File: config.mk
export PLATFORM = sky130hd
export DESIGN_NAME = datapath_ctrl
export DESIGN_NICKNAME = d
export VERILOG_FILES = /design/src/rtl/datapath_ctrl_pkg.sv /design/src/rtl/datapath_ctrl_decode.sv /design/src/rtl/datapath_ctrl.sv
export SDC_FILE = /design/constraint.sdc
export NUM_CORES = 1
export LEC_CHECK = 0
export ABC_AREA = 1
export CORE_MARGIN = 2
export CORE_UTILIZATION = 35
export DETAILED_ROUTE_END_ITERATION = 7
export PLACE_DENSITY = 0.65
export SETUP_SLACK_MARGIN = 0.05
export SLEW_MARGIN = 20
export SYNTH_ARGS = -nofsm -noshare
export SYNTH_HDL_FRONTEND = slang
export SYNTH_HIERARCHICAL = 1
export SYNTH_SLANG_ARGS = --single-unit
File: constraint.sdc
create_clock -name clk -period 1.43 [get_ports clk]
set_input_delay 0.2145 -clock clk [delete_from_list [all_inputs] [get_ports clk]]
set_output_delay 0.2145 -clock clk [all_outputs]
set_load 0.01 [all_outputs]
File: src/rtl/datapath_ctrl_pkg.sv
// datapath_ctrl_pkg: states, opcode/op, vsel constants and decode bundle.
// ST_ERR exists only with DATAPATH_CTRL_ILLEGAL_TRAP_EN defined.
package datapath_ctrl_pkg;

  typedef enum logic [3:0] {
    ST_WAIT,
    ST_DECODE,
    ST_GETA,
    ST_GETB,
    ST_EXEC,
    ST_CMPX,
    ST_WREG,
    ST_WIMM
`ifdef DATAPATH_CTRL_ILLEGAL_TRAP_EN
    ,
    ST_ERR
`endif
  } state_t;

  localparam logic [2:0] OPC_MOV = 3'b110;
  localparam logic [2:0] OPC_ALU = 3'b101;

  localparam logic [1:0] OP_MOVI = 2'b10;
  localparam logic [1:0] OP_MOVR = 2'b00;
  localparam logic [1:0] OP_ADD  = 2'b00;
  localparam logic [1:0] OP_CMP  = 2'b01;
  localparam logic [1:0] OP_AND  = 2'b10;
  localparam logic [1:0] OP_MVN  = 2'b11;

  localparam logic [1:0] VSEL_C   = 2'b00;
  localparam logic [1:0] VSEL_IMM = 2'b10;

  typedef enum logic [2:0] {
    CLS_ILL,
    CLS_MOVI,
    CLS_MOVR,
    CLS_ADD,
    CLS_CMP,
    CLS_AND,
    CLS_MVN
  } cls_t;

  typedef struct packed {
    cls_t        cls;
    logic [2:0]  rn;
    logic [2:0]  rd;
    logic [2:0]  rm;
    logic [1:0]  sh;
    logic [1:0]  aluop;
    logic [15:0] sximm8;
  } dec_t;

endpackage

File: src/rtl/datapath_ctrl_decode.sv
// datapath_ctrl_decode: combinational IR -> instruction class and fields.
// Illegal-instruction trapping is handled by the FSM, not here.
module datapath_ctrl_decode
  import datapath_ctrl_pkg::*;
(
  input  logic [15:0] ir,
  output dec_t        dec
);

  logic [2:0] opc;
  logic [1:0] op;

  assign opc = ir[15:13];
  assign op  = ir[12:11];

  always_comb begin
    dec        = '0;
    dec.cls    = CLS_ILL;
    dec.rn     = ir[10:8];
    dec.rd     = ir[7:5];
    dec.rm     = ir[2:0];
    dec.sh     = ir[4:3];
    dec.sximm8 = {{8{ir[7]}}, ir[7:0]};
    dec.aluop  = (opc == OPC_ALU) ? op : OP_ADD;
    unique case (1'b1)
      ({opc, op} == {OPC_MOV, OP_MOVI}): dec.cls = CLS_MOVI;
      ({opc, op} == {OPC_MOV, OP_MOVR}): dec.cls = CLS_MOVR;
      ({opc, op} == {OPC_ALU, OP_ADD}):  dec.cls = CLS_ADD;
      ({opc, op} == {OPC_ALU, OP_CMP}):  dec.cls = CLS_CMP;
      ({opc, op} == {OPC_ALU, OP_AND}):  dec.cls = CLS_AND;
      ({opc, op} == {OPC_ALU, OP_MVN}):  dec.cls = CLS_MVN;
      default:                           dec.cls = CLS_ILL;
    endcase
  end

endmodule

File: src/rtl/datapath_ctrl.sv
// datapath_ctrl: IR latch plus Moore FSM sequencing the Lab5 datapath.
// Define DATAPATH_CTRL_ILLEGAL_TRAP_EN to trap illegal codes in ST_ERR.
module datapath_ctrl
  import datapath_ctrl_pkg::*;
(
  input  logic        clk,
  input  logic        rst_n,
  input  logic        load,
  input  logic [15:0] in,
  input  logic        s,
  output logic        w,
  output logic [2:0]  readnum,
  output logic [2:0]  writenum,
  output logic        write,
  output logic        loada,
  output logic        loadb,
  output logic        loadc,
  output logic        loads,
  output logic        asel,
  output logic        bsel,
  output logic [1:0]  vsel,
  output logic [1:0]  shift,
  output logic [1:0]  aluop,
  output logic [15:0] sximm8,
  output logic        err
);

  logic [15:0] ir;
  state_t      state;
  state_t      state_n;
  dec_t        dec;

  datapath_ctrl_decode u_decode (
    .ir  (ir),
    .dec (dec)
  );

  always_ff @(posedge clk or negedge rst_n) begin
    if (!rst_n) begin
      ir <= '0;
    end else if (load) begin
      ir <= in;
    end
  end

  always_ff @(posedge clk or negedge rst_n) begin
    if (!rst_n) begin
      state <= ST_WAIT;
    end else begin
      state <= state_n;
    end
  end

  always_comb begin
    state_n = state;
    case (state)
      ST_WAIT: begin
        if (s) state_n = ST_DECODE;
      end
      ST_DECODE: begin
        case (dec.cls)
          CLS_MOVI: state_n = ST_WIMM;
          CLS_MOVR,
          CLS_MVN:  state_n = ST_GETB;
          CLS_ADD,
          CLS_CMP,
          CLS_AND:  state_n = ST_GETA;
`ifdef DATAPATH_CTRL_ILLEGAL_TRAP_EN
          default:  state_n = ST_ERR;
`else
          default:  state_n = ST_WAIT;
`endif
        endcase
      end
      ST_GETA: state_n = ST_GETB;
      ST_GETB: begin
        state_n = (dec.cls == CLS_CMP) ? ST_CMPX : ST_EXEC;
      end
      ST_EXEC: state_n = ST_WREG;
      ST_CMPX,
      ST_WREG,
      ST_WIMM: state_n = ST_WAIT;
`ifdef DATAPATH_CTRL_ILLEGAL_TRAP_EN
      ST_ERR:  state_n = ST_ERR;
`endif
      default: state_n = ST_WAIT;
    endcase
  end

  always_comb begin
    w        = 1'b0;
    err      = 1'b0;
    readnum  = 3'd0;
    writenum = 3'd0;
    write    = 1'b0;
    loada    = 1'b0;
    loadb    = 1'b0;
    loadc    = 1'b0;
    loads    = 1'b0;
    asel     = 1'b0;
    bsel     = 1'b0;
    vsel     = VSEL_C;
    shift    = 2'b00;
    aluop    = dec.aluop;
    sximm8   = dec.sximm8;
    case (state)
      ST_WAIT: w = 1'b1;
      ST_GETA: begin
        readnum = dec.rn;
        loada   = 1'b1;
      end
      ST_GETB: begin
        readnum = dec.rm;
        loadb   = 1'b1;
        shift   = dec.sh;
      end
      ST_EXEC: begin
        loadc = 1'b1;
        shift = dec.sh;
        // MOV-reg and MVN pass B through the ALU against a zero A
        asel  = (dec.cls == CLS_MOVR) || (dec.cls == CLS_MVN);
      end
      ST_CMPX: loads = 1'b1;
      ST_WREG: begin
        writenum = dec.rd;
        vsel     = VSEL_C;
        write    = 1'b1;
      end
      ST_WIMM: begin
        writenum = dec.rn;
        vsel     = VSEL_IMM;
        write    = 1'b1;
      end
`ifdef DATAPATH_CTRL_ILLEGAL_TRAP_EN
      ST_ERR:  err = 1'b1;
`endif
      default: ;
    endcase
  end

endmodule

## Yosys cells after proc, flatten, opt, wreduce, memory -nomap -nowiden

Cells that the tools add are included.

| word-level totals | value |
|---|---|
| latch bits | 0 |
| memory bits (writable) | 0 |
| ROM bits | 0 |
| output and inout port bits | 37 |
| flip-flop bits (word level) | 20 |
| logic and storage cells | 46 |
| memories | 0 |
| input bits | 20 |

| cells by class | value |
|---|---|
| divide/modulo/power cells | 0 |
| equal/unequal tests | 21 |
| mux-type cells | 17 |
| shifts and indexed selects | 0 |
| $mul | 0 |
| magnitude comparators | 0 |
| reduce and logical (&&, ||, !) cells | 6 |
| bitwise logic cells | 0 |
| $add $sub $neg | 0 |

Operators with widths:

| operator | count |
|---|---|
| 5-bit equality test, second input constant | 6 |
| 4-bit case mux with 5 select lines | 1 |
| 3-bit case mux with 6 select lines | 1 |
| 4-bit by 3-bit equality test with 1-bit output, second input constant | 4 |
| 3-bit equality test, second input constant | 4 |
| 3-bit case mux with 2 select lines | 2 |
| 3-bit case mux with 3 select lines | 1 |
| 4-bit by 2-bit equality test with 1-bit output, second input constant | 2 |
| 1-bit two-way mux | 8 |
| 3-bit by 2-bit equality test with 1-bit output, second input constant | 2 |
| 2-bit two-way mux | 3 |
| 2-bit OR reduction | 3 |
| 4-bit by 1-bit equality test with 1-bit output, second input constant | 1 |
| 4-bit zero test | 1 |
| 4-bit two-way mux | 1 |
| 3-bit by 1-bit equality test with 1-bit output, second input constant | 1 |
| 3-bit OR reduction | 1 |
| 2-bit != test, second input constant | 1 |
| 1-bit logical OR | 1 |

## Longest topological paths before layout

Gate-level depths: netlist of the first run.

| depth | value |
|---|---|
| word-level depth | 6 |
| mapped depth | 9 |
| gate-level depth less buffers | 9 |

## By module

Netlist of the first run, hierarchy kept.

By module, submodules not included:

| module | area an instance (sq um) | cells each | seq. area each (sq um) | instances |
|---|---|---|---|---|
| datapath_ctrl | 945.9 | 97 | 475.5 | 1 |
| datapath_ctrl_decode | 317.8 | 52 | 0.0 | 1 |

## Worst setup path after synthesis of the first run

Ideal clock, no wire load.

| timing | value |
|---|---|
| path type | flip-flop to output port |
| start | register state[1] |
| end | output port asel |
| arrival time | 1046 ps |
| cell stages (with the launch flop) | 5 |
| setup slack | 169 ps |
| path buffers | 0 |
| data required time | 1216 ps |
| cells stage by stage | dfrtp_1 > or2_1 > nor2_4 > inv_1 > nor2_1 |

| between the ends | value |
|---|---|
| longest elaborated chain between the ends | 2 |

Ends and longest elaborated chain:

| item | RTL line | text |
|---|---|---|
| start, declared | datapath_ctrl.sv:29 | `state_t state;` |
| start signal, assigned | datapath_ctrl.sv:50 | `state <= state_n;` |
| 4-bit by 3-bit equality test with 1-bit output | datapath_ctrl.sv:106 | `case (state)` |
| 1-bit two-way mux | datapath_ctrl.sv:106 |  |
| end, declared | datapath_ctrl.sv:19 | `output logic asel,` |

Every way passes these cells.

==> impl_metrics.env, run 1 <==
export IMPL_critPathMostFrequentCell="sky130_fd_sc_hd__nand2_2"
export IMPL_yosys_cell_types_count=21
export IMPL_placementRows=21
export IMPL_antenna_found_initial=0
export IMPL_path_cells="buf_6 > nand2_4 > nor2_4 > nand3_2 > nand2_2 > nand2_2 > nor2_2 > buf_2"
export IMPL_area_growth_pct=71.58
export IMPL_nNetsFinal=240
export IMPL_failed_checks="negative setup slack"
export IMPL_grt_start_max_net_pins=20
export IMPL_dieArea_sq_mm=0.004108
export IMPL_die_height_microns=64.09
export IMPL_die_wd_microns=64.09
export IMPL_yosys_warns=6
export IMPL_setup_ws_post_layout_ns=-0.2521
export IMPL_regToRegSetupSlack_ns=-0.07
export IMPL_diodes=0
export IMPL_wp_data_required_ns=1.22
export IMPL_hold_class="input port to async pin"
export IMPL_finalCritPeriodShare_pct=117.6
export IMPL_drive_above_1_share_pct=59.36
export IMPL_drtPass1Iterations=4
export IMPL_netlist_instances=149
export IMPL_drt_antenna_violating_nets=0
export IMPL_detailroute_via_count=1169
export IMPL_cts_tree="built"
export IMPL_ctsRootBufferMaster="sky130_fd_sc_hd__clkbuf_4"
export IMPL_initialDrtViolationCount=13
export IMPL_rsz0062_at_grt="true"
export IMPL_design_core_area_sq_mm=0.003390
export IMPL_power_density_cell_area_mw_per_mm2=1239
export IMPL_worst_skew_pair_late_latency_ns=0.30
export IMPL_cp_arrival_ns=1.47
export IMPL_grt_pass1_wl_microns=5692
export IMPL_fin_setup_tns_ns=-2.423
export IMPL_critical_path_max_stage_delay_ns=0.41
export IMPL_setup_worst_path_start_class="register"
export IMPL_maxSlewViolCount=0
export IMPL_finalWorstPathRequiredPeriod_ns=1.682
export IMPL_worst_path_dominant_cell_family="simple AND/OR/NAND/NOR gates"
export IMPL_ctsLongestPathBuffers=2
export IMPL_grt_use_total_pct=17.61
export IMPL_grt_overflow_total=0
export IMPL_layout_cells_most_common_list="sky130_fd_sc_hd__buf_4 (26), sky130_fd_sc_hd__buf_6 (21), sky130_fd_sc_hd__clkdlybuf4s50_1 (19)"
export IMPL_cp_num_buf_inv=2
export IMPL_tritoncts_buffers=3
export IMPL_worst_clock_skew_ns=0.0006428
export IMPL_worst_hold_slack_ns=0.2380
export IMPL_place_detailed_hpwl_microns=2272
export IMPL_mappedNetlistArea_sq_mm=0.001264
export IMPL_syn_area_per_cell_sq_um=8.481
export IMPL_status="complete, but fails checks"
export IMPL_drc=0
export IMPL_io_buffer_count=53
export IMPL_grt_pass1_vias=1260
export IMPL_mostFrequentLayoutCell="sky130_fd_sc_hd__buf_4"
export IMPL_power_ir_vdd_worst_uv=615.4
export IMPL_clock_sink_count=19
export IMPL_maxCapViolations=0
export IMPL_crit_type="register to output port"
export IMPL_total_power_uw=2688
export IMPL_routabilityCongestion=0.7607
export IMPL_routed_wl_microns=3436
export IMPL_synth_sequential_area_ratio_pct=37.62
export IMPL_slowest_stage="sky130_fd_sc_hd__dfrtp_1"
export IMPL_vias_per_cell=4.411
export IMPL_p_leak_uw=0.001047
export IMPL_clkSlewWorstSetupHoldPaths_ns=0.12
export IMPL_finalSetupViolations=18
export IMPL_ys_ff_latch=19
export IMPL_htree_num_levels=1
export IMPL_io_pins=57
export IMPL_critical_path_max_fanout=3
export IMPL_max_clock_freq_ghz=0.5945
export IMPL_timing_critical_path_to_type="output port"
export IMPL_routed_wire_length_per_instance_microns=12.97
export IMPL_finalHoldViolCount=0
export IMPL_starting_density_of_the_core_pct=37.28
## registers in the layout (all words and copies together), names as in the netlist
name,count
state,3
ir,16
## through the flow
step	utilization (%)	std cells	instance area (sq um)	setup WS, ns
finish	63.97	265	2168	-0.2521
global route	63.97	265	2168	-0.3487
CTS	60.50	266	2051	-0.2438
detailed placement	53.64	243	1818	-0.3011
global placement	53.64	243	1818	-0.2682
floorplan	-	151	1271	0.1690
## repair_timing
action,in CTS,in global routing
hold endpoints to repair,0,0
resized for setup,140,44
buffers inserted,20,7
hold buffers,0,0
endpoints found under the setup margin,36,30
pin swaps,15,24
## cell families (layout without fill, tap and decap cells)
family	after synthesis	after routing	share of synthesized area, %
other	1	3	0.2967
and+or+nand+nor	53	53	19.11
buffers and inverters	52	120	25.05
muxes	16	16	14.26
DFF	19	19	37.62
AOI/OAI and AO/OA	8	8	3.663
## report_power, final
| group | internal, uW | switching (uW) |
|---|---|---|
| Sequential | 632 | 103 |
| Clock | 106 | 187 |
| Combinational | 907 | 752 |
## synth_stat cells
cell type                  instances  share of area, %
sky130_fd_sc_hd__inv_2             1              0.30
sky130_fd_sc_hd__nor2_4            1              0.89
sky130_fd_sc_hd__o22ai_1           3               1.5
sky130_fd_sc_hd__nor2_2            3               1.5
sky130_fd_sc_hd__o211ai_1          1              0.59
sky130_fd_sc_hd__nand2_2           1              0.50
sky130_fd_sc_hd__nor2_1           12               3.6
sky130_fd_sc_hd__dfrtp_1          19                38
sky130_fd_sc_hd__or2_1             1              0.50
sky130_fd_sc_hd__inv_1            19               5.6
sky130_fd_sc_hd__nor3_1            4               1.6
sky130_fd_sc_hd__o21ai_0           3               1.2
sky130_fd_sc_hd__buf_6             1              0.89
sky130_fd_sc_hd__a21oi_1           1              0.40
sky130_fd_sc_hd__nand3b_1          1              0.59
sky130_fd_sc_hd__mux2_2           16                14
sky130_fd_sc_hd__nand2_1          19               5.6
sky130_fd_sc_hd__nand3_1          11               4.4
sky130_fd_sc_hd__conb_1            1              0.30
sky130_fd_sc_hd__buf_4            30                18
sky130_fd_sc_hd__buf_2             1              0.40
## final cells by class
type / count / area, sq um
timing repair buffer: 96 / 858.3
clock buffer: 3 / 22.52
sequential: 19 / 483.0
fill: 279 / 1221
tap: 46 / 57.56
multi-input combinational: 80 / 659.4
inverter: 20 / 80.08
clock inverter: 1 / 7.507
## worst paths after layout
| kind | startpoint | end | cells past startpoint |
|---|---|---|---|
| max | ir[13] | asel | 8 |
| min | rst_n | ir[9] | 2 |
| max reg2reg | ir[15] | state[0] | 9 |
| min reg2reg | ir[10] | ir[10] | 1 |
| max in group asynchronous | rst_n | ir[14] | 2 |
| min in group clk | in[1] | ir[1] | 2 |
## worst reg2reg max path: stages (launching register included)
cell and delay, ns:
sky130_fd_sc_hd__dfrtp_2 0.47, sky130_fd_sc_hd__buf_6 0.13, sky130_fd_sc_hd__buf_4 0.13, sky130_fd_sc_hd__o211ai_1 0.11
sky130_fd_sc_hd__inv_2 0.10, sky130_fd_sc_hd__nor2_4 0.15, sky130_fd_sc_hd__nand2_1 0.07, sky130_fd_sc_hd__nand2_1 0.06
sky130_fd_sc_hd__nand2_1 0.06, sky130_fd_sc_hd__a21oi_2 0.16
## layer usage
layer	vias up	routed length [microns]	global-route usage (%)
met5	-	0	0
met4	0	70	7.979
met3	6	121	2.113
met2	37	1927	33.20
met1	540	1316	19.53
li1	586	-	-
Power figures use the tool's default switching activity.
==> run 2, diff against run 1 <==
--- a/config.mk
+++ b/config.mk
@@ -6,10 +6,12 @@
 export NUM_CORES = 1
 export LEC_CHECK = 0
 export ABC_AREA = 1
+export CORE_ASPECT_RATIO = 0.5
 export CORE_MARGIN = 2
-export CORE_UTILIZATION = 35
+export CORE_UTILIZATION = 30
+export CTS_CLUSTER_SIZE = 24
 export DETAILED_ROUTE_END_ITERATION = 7
-export PLACE_DENSITY = 0.65
+export PLACE_DENSITY = 0.57
 export SETUP_SLACK_MARGIN = 0.05
 export SLEW_MARGIN = 20
 export SYNTH_ARGS = -nofsm -noshare
==> run 2 against run 1 <==
The flow still finishes with violations (negative setup slack). Critical path depth down 3. Clock power is 30% higher. Cell area shrank 4.5%. Fmax is 1.9% higher. Via count shrank 1.9%. Clock-buffer cell count stayed put. Worst hold slack better by 0.053 ns. Non-clock buffer count is 7 lower. Sequential power down 0.8%. Cell count increased by 0.38%.
==> impl_metrics.env, run 2 (same netlist as run 1, synthesis figures left out) <==
export IMPL_wp_data_required_ns=1.22
export IMPL_critical_path_max_fanout=4
export IMPL_initialDrtViolationCount=14
export IMPL_clock_sink_count=19
export IMPL_io_pins=57
export IMPL_grt_pass1_wl_microns=4981
export IMPL_rsz0062_at_grt="true"
export IMPL_dpl_worst_slack_ns=-0.3017
export IMPL_vias_per_cell=4.312
export IMPL_maxCapViolations=0
export IMPL_fin_setup_tns_ns=-2.295
export IMPL_status="complete, but fails checks"
export IMPL_max_clock_freq_ghz=0.6059
export IMPL_die_height_microns=49.90
export IMPL_worst_skew_pair_late_latency_ns=0.26
export IMPL_finalHoldViolCount=0
export IMPL_failed_checks="negative setup slack"
export IMPL_total_power_uw=2626
export IMPL_cts_hold_buffers_added=0
export IMPL_p_leak_uw=0.001024
export IMPL_area_growth_pct=63.86
export IMPL_antenna_found_initial=0
export IMPL_grt_use_total_pct=13.46
export IMPL_grt_overflow_total=0
export IMPL_drt_antenna_violating_nets=0
export IMPL_worst_clock_skew_ns=0.0004315
export IMPL_routed_wl_microns=3220
export IMPL_io_buffer_count=53
export IMPL_htree_num_levels=1
export IMPL_diodes=0
export IMPL_nNetsFinal=233
export IMPL_ctsLongestPathBuffers=2
export IMPL_grt_start_max_net_pins=20
export IMPL_ctsRootBufferMaster="sky130_fd_sc_hd__clkbuf_8"
export IMPL_setup_ws_post_layout_ns=-0.2204
export IMPL_power_density_cell_area_mw_per_mm2=1268
export IMPL_drtPass1Iterations=4
export IMPL_routed_wire_length_per_instance_microns=12.11
export IMPL_detailroute_via_count=1147
export IMPL_cts_tree="built"
export IMPL_placementRows=16
export IMPL_routabilityCongestion=0.7453
export IMPL_worst_hold_slack_ns=0.2914
export IMPL_fillCellCount=374
export IMPL_drc=0
export IMPL_cp_arrival_ns=1.44
export IMPL_place_detailed_hpwl_microns=2257
export IMPL_starting_density_of_the_core_pct=31.88
export IMPL_design_area_sq_mm=0.002071
export IMPL_setup_worst_path_start_class="register"
export IMPL_drive_above_1_share_pct=52.36
export IMPL_regMostFlops="ir"
export IMPL_finalCritPeriodShare_pct=115.4
export IMPL_dieArea_sq_mm=0.004779
export IMPL_die_wd_microns=95.79
export IMPL_hold_class="input port to async pin"
export IMPL_grt_pass1_vias=1140
export IMPL_largest_registers="ir: 16 flops, state: 3 flops"
export IMPL_finalWorstPathRequiredPeriod_ns=1.650
export IMPL_design_core_area_sq_mm=0.003964
export IMPL_power_ir_vdd_worst_uv=429.3
export IMPL_largest_register_ffs=16
export IMPL_finalSetupViolations=16
export IMPL_clkSlewWorstSetupHoldPaths_ns=0.07
export IMPL_placed_area_sq_mm=0.001821
export IMPL_crit_type="register to output port"
export IMPL_mostFrequentLayoutCell="sky130_fd_sc_hd__buf_6"
export IMPL_maxSlewViolCount=0
export IMPL_timing_critical_path_to_type="output port"
export IMPL_tritoncts_buffers=3
export IMPL_layout_cells_most_common_list="sky130_fd_sc_hd__buf_6 (21), sky130_fd_sc_hd__clkdlybuf4s50_1 (19), sky130_fd_sc_hd__dlygate4sd2_1 (17)"
-- run 2: changes by cell type in the layout (fill, tap and decap cells not counted), moves of 4 or more --
cell | previous run | this run
sky130_fd_sc_hd__buf_4 | 26 | 16
sky130_fd_sc_hd__clkdlybuf4s15_1 | 9 | 0
sky130_fd_sc_hd__dlygate4sd2_1 | 7 | 17
sky130_fd_sc_hd__nand3_1 | 3 | 7
sky130_fd_sc_hd__nand3_2 | 6 | 2
-- run 2: power by group --
group	switching, uW	internal, uW	total (uW)	leakage [uW]
clock	189	194	383	0.0000255
combinational	681	833	1510	0.000778
sequential	99.9	629	729	0.000221
total	970	1660	2630	0.00102
-- run 2: metrics by stage --
step	util, %	cells
global placement	45.93	250
floorplan	-	151
detailed placement	45.93	250
finish	52.24	266
global route	52.24	266
CTS	49.43	262
-- run 2: worst paths after layout --
path	start	endpoint	slack, ns	cells past startpoint
worst max-delay path	state[0]	asel	-0.22	5
worst min-delay path	rst_n	ir[3]	0.29	2
worst max register to register	ir[15]	state[0]	0.06	9
worst min register to register	ir[10]	ir[10]	0.51	1
max in group asynchronous	rst_n	state[1]	0.91	2
min in group clk	ir[10]	ir[10]	0.51	1
-- run 2: final cells by class --
cell class	count	area (sq um)	share of cell area (%)
sequential	19	480.5	23.20
multi-input combinational	80	599.3	28.94
tap	54	67.56	3.263
clock buffer	3	41.29	1.994
clock inverter	1	5.005	0.2417
timing repair buffer	89	797.0	38.49
inverter	20	80.08	3.867
-- run 2: worst max-delay path: stages, from the launching register on --
cell	delay (ns)
sky130_fd_sc_hd__dfrtp_1	0.44
sky130_fd_sc_hd__or2_4	0.29
sky130_fd_sc_hd__nor2_4	0.16
sky130_fd_sc_hd__inv_2	0.05
sky130_fd_sc_hd__nor2_1	0.10
sky130_fd_sc_hd__buf_2	0.14
-- run 2: layer usage --
layer	vias to the layer above	GRT usage [%]	part of all wire (%)
li1	568	-	-
met2	26	26.81	57
met3	2	3.976	3.3
met5	-	0	0
met1	551	13.76	39
met4	0	2.857	0.43
-- run 2: what timing repair did --
item	4_1_cts	5_1_grt
resized for setup	123	23
endpoints found under the setup margin	35	20
pin swaps	12	13
buffers inserted	8	4
==> run 3, diff against run 2 <==
--- a/config.mk
+++ b/config.mk
@@ -6,12 +6,13 @@
 export NUM_CORES = 1
 export LEC_CHECK = 0
 export ABC_AREA = 1
+export CAP_MARGIN = 5
 export CORE_ASPECT_RATIO = 0.5
 export CORE_MARGIN = 2
-export CORE_UTILIZATION = 30
+export CORE_UTILIZATION = 45
 export CTS_CLUSTER_SIZE = 24
 export DETAILED_ROUTE_END_ITERATION = 7
-export PLACE_DENSITY = 0.57
+export PLACE_DENSITY = 0.82
 export SETUP_SLACK_MARGIN = 0.05
 export SLEW_MARGIN = 20
 export SYNTH_ARGS = -nofsm -noshare
==> constraint.sdc (replaced) <==
create_clock -name clk -period 2.1 [get_ports clk]
set_input_delay 0.315 -clock clk [delete_from_list [all_inputs] [get_ports clk]]
set_output_delay 0.315 -clock clk [all_outputs]
set_load 0.01 [all_outputs]
==> run 3 against run 2 <==
Power decreased by 47%. Clock skew hardly changed. The run now ends clean. Via count down 12%. Routed wire length decreased by 25%. Clock power is 34% lower. Non-clock buffer count is 30 lower. Sequential cell count stayed put. Clock-buffer cell count stayed put. Worst hold slack better by 0.093 ns. First-iteration DRC count rose by 43%. Sequential share of layout area grew 4.6 points.
==> impl_metrics.env, run 3 (same netlist as run 1, synthesis figures left out) <==
export IMPL_finalHoldViolCount=0
export IMPL_path_cells="buf_4 > nand3_2 > o22ai_1 > clkdlybuf4s50_1"
export IMPL_worst_hold_slack_ns=0.3845
export IMPL_cp_arrival_ns=1.65
export IMPL_grt_overflow_total=0
export IMPL_largest_register_ffs=16
export IMPL_starting_density_of_the_core_pct=47.96
export IMPL_hold_class="input port to async pin"
export IMPL_crit_type="register to output port"
export IMPL_antenna_found_initial=0
export IMPL_placed_area_sq_mm=0.001622
export IMPL_grt_pass1_vias=940
export IMPL_htree_num_levels=1
export IMPL_power_ir_vdd_worst_uv=376.2
export IMPL_die_height_microns=41.47
export IMPL_critical_path_max_stage_delay_ns=0.55
export IMPL_detailroute_via_count=1008
export IMPL_vias_per_cell=4.603
export IMPL_routed_wl_microns=2427
export IMPL_ctsLongestPathBuffers=2
export IMPL_routabilityCongestion=0.7509
export IMPL_dieArea_sq_mm=0.003274
export IMPL_tritoncts_buffers=3
export IMPL_power_density_cell_area_mw_per_mm2=811.9
export IMPL_worst_clock_skew_ns=0.0007523
export IMPL_io_buffer_count=53
export IMPL_power_frac_comb_pct=45.7
export IMPL_layout_cells_most_common_list="sky130_fd_sc_hd__clkdlybuf4s50_1 (45), sky130_fd_sc_hd__nand2_1 (19), sky130_fd_sc_hd__inv_1 (18), sky130_fd_sc_hd__dfrtp_1 (18), sky130_fd_sc_hd__mux2_2 (16)"
export IMPL_cts_hold_buffers_added=0
export IMPL_critical_path_max_fanout=5
export IMPL_clock_sink_count=19
export IMPL_mostFrequentLayoutCell="sky130_fd_sc_hd__clkdlybuf4s50_1"
export IMPL_cts_tree="built"
export IMPL_status="finished clean"
export IMPL_placementRows=13
export IMPL_maxCapViolations=0
export IMPL_cp_num_buf_inv=2
export IMPL_fin_setup_tns_ns=0
export IMPL_worst_skew_pair_late_latency_ns=0.25
export IMPL_grt_use_total_pct=15.68
export IMPL_finalWorstPathRequiredPeriod_ns=1.970
export IMPL_drive_above_1_share_pct=20.88
export IMPL_diodes=0
export IMPL_initialDrtViolationCount=20
export IMPL_setup_worst_path_start_class="register"
export IMPL_largest_registers="ir: 16 flops, state: 3 flops"
export IMPL_finish_utilization_pct=64.96
export IMPL_total_power_uw=1390
export IMPL_clkSlewWorstSetupHoldPaths_ns=0.07
export IMPL_regMostFlops="ir"
export IMPL_timing_critical_path_to_type="output port"
export IMPL_design_core_area_sq_mm=0.002635
export IMPL_die_wd_microns=78.95
export IMPL_slowest_stage="sky130_fd_sc_hd__clkdlybuf4s50_1"
export IMPL_finalSetupViolations=0
export IMPL_p_clk_share_pct=18.1
export IMPL_ctsRootBufferMaster="sky130_fd_sc_hd__clkbuf_8"
export IMPL_rsz0062_at_grt="false"
export IMPL_design_area_sq_mm=0.001712
export IMPL_routed_wire_length_per_instance_microns=11.08
export IMPL_sequentialPowerShare_pct=36.2
export IMPL_max_clock_freq_ghz=0.5077
export IMPL_p_leak_uw=0.0008427
export IMPL_finalCritPeriodShare_pct=93.79
export IMPL_internal_power_uw=891.5
export IMPL_worst_path_dominant_cell_family="buffers and inverters"
export IMPL_io_pins=57
export IMPL_grt_pass1_wl_microns=4077
export IMPL_area_growth_pct=35.45
export IMPL_fillCellCount=225
export IMPL_drtPass1Iterations=4
export IMPL_drc=0
export IMPL_drt_antenna_violating_nets=0
export IMPL_switching_share_pct=35.85
export IMPL_nNetsFinal=203
export IMPL_maxSlewViolCount=0
export IMPL_p_sw_uw=498.2
export IMPL_place_detailed_hpwl_microns=1893
export IMPL_wp_data_required_ns=1.78
export IMPL_grt_start_max_net_pins=20
## run 3: cell count changes in the layout (fill, tap and decap cells not counted), sizes merged
| cell | change |
|---|---|
| clkdlybuf4s50 | +26 |
| dlygate4sd2 | -11 |
| clkdlybuf4s15 | -1 |
| dlymetal6s2s | +2 |
| buf | -46 |
## run 3: cell type report
cell class | count | area (sq um) | share of cell area (%)
repair buffers | 59 | 573.1 | 33.48
multi-input cells | 80 | 494.2 | 28.87
flip-flops and latches | 19 | 476.7 | 27.85
inverters | 20 | 75.07 | 4.386
well taps | 37 | 46.29 | 2.705
clock buffers | 3 | 41.29 | 2.412
clock inverters | 1 | 5.005 | 0.2924
## run 3: repair_timing
item / in CTS / in global routing
pin swaps: 0 / 0
resized for setup: 9 / 5
endpoints found under the setup margin: 6 / 4
setup buffers: 4 / 0
## run 3: power groups by stage
stage / registers, uW / clock network [uW] / logic (uW)
global route: 514 / 274 / 690
floorplan: 489 / 0 / 380
CTS: 497 / 260 / 631
global placement: 501 / 0 / 600
detailed placement: 507 / 0 / 608
finish: 503 / 251 / 635
## run 3: worst reg2reg max path: stages (launching register included)
cell	delay, ns
sky130_fd_sc_hd__dfrtp_1	0.46
sky130_fd_sc_hd__inv_1	0.12
sky130_fd_sc_hd__nand2_1	0.05
sky130_fd_sc_hd__nand3_1	0.07
sky130_fd_sc_hd__nand2_1	0.09
sky130_fd_sc_hd__nor2_1	0.19
sky130_fd_sc_hd__nand2_1	0.07
sky130_fd_sc_hd__nand2_1	0.08
sky130_fd_sc_hd__nand2_1	0.06
sky130_fd_sc_hd__a21oi_1	0.15
## run 3: worst paths after layout
check,from,endpoint,slack (ns),cells past startpoint
max reg2reg,ir[11],state[0],0.69,9
max in group asynchronous,rst_n,state[2],1.50,2
max,state[1],writenum[1],0.13,4
min reg2reg,ir[8],ir[8],0.51,1
min in group clk,ir[8],ir[8],0.51,1
min,rst_n,ir[4],0.38,2
## run 3: per-layer routing
layer  global-route usage, %  vias up  wire length (microns)
li1                        -      508                      -
met1                   18.93      463                   1076
met2                   28.03       33                   1202
met3                   3.478        4                    120
met4                   5.172        0                     27
met5                       0        -                      0
## run 3: through the flow
step | cells | setup slack [ns]
2_1_floorplan | 151 | 0.7385
5_1_grt | 219 | 0.04649
6_report | 219 | 0.1305
4_1_cts | 219 | 0.07014
3_5_place_dp | 211 | 0.2362
3_3_place_gp | 211 | 0.2660
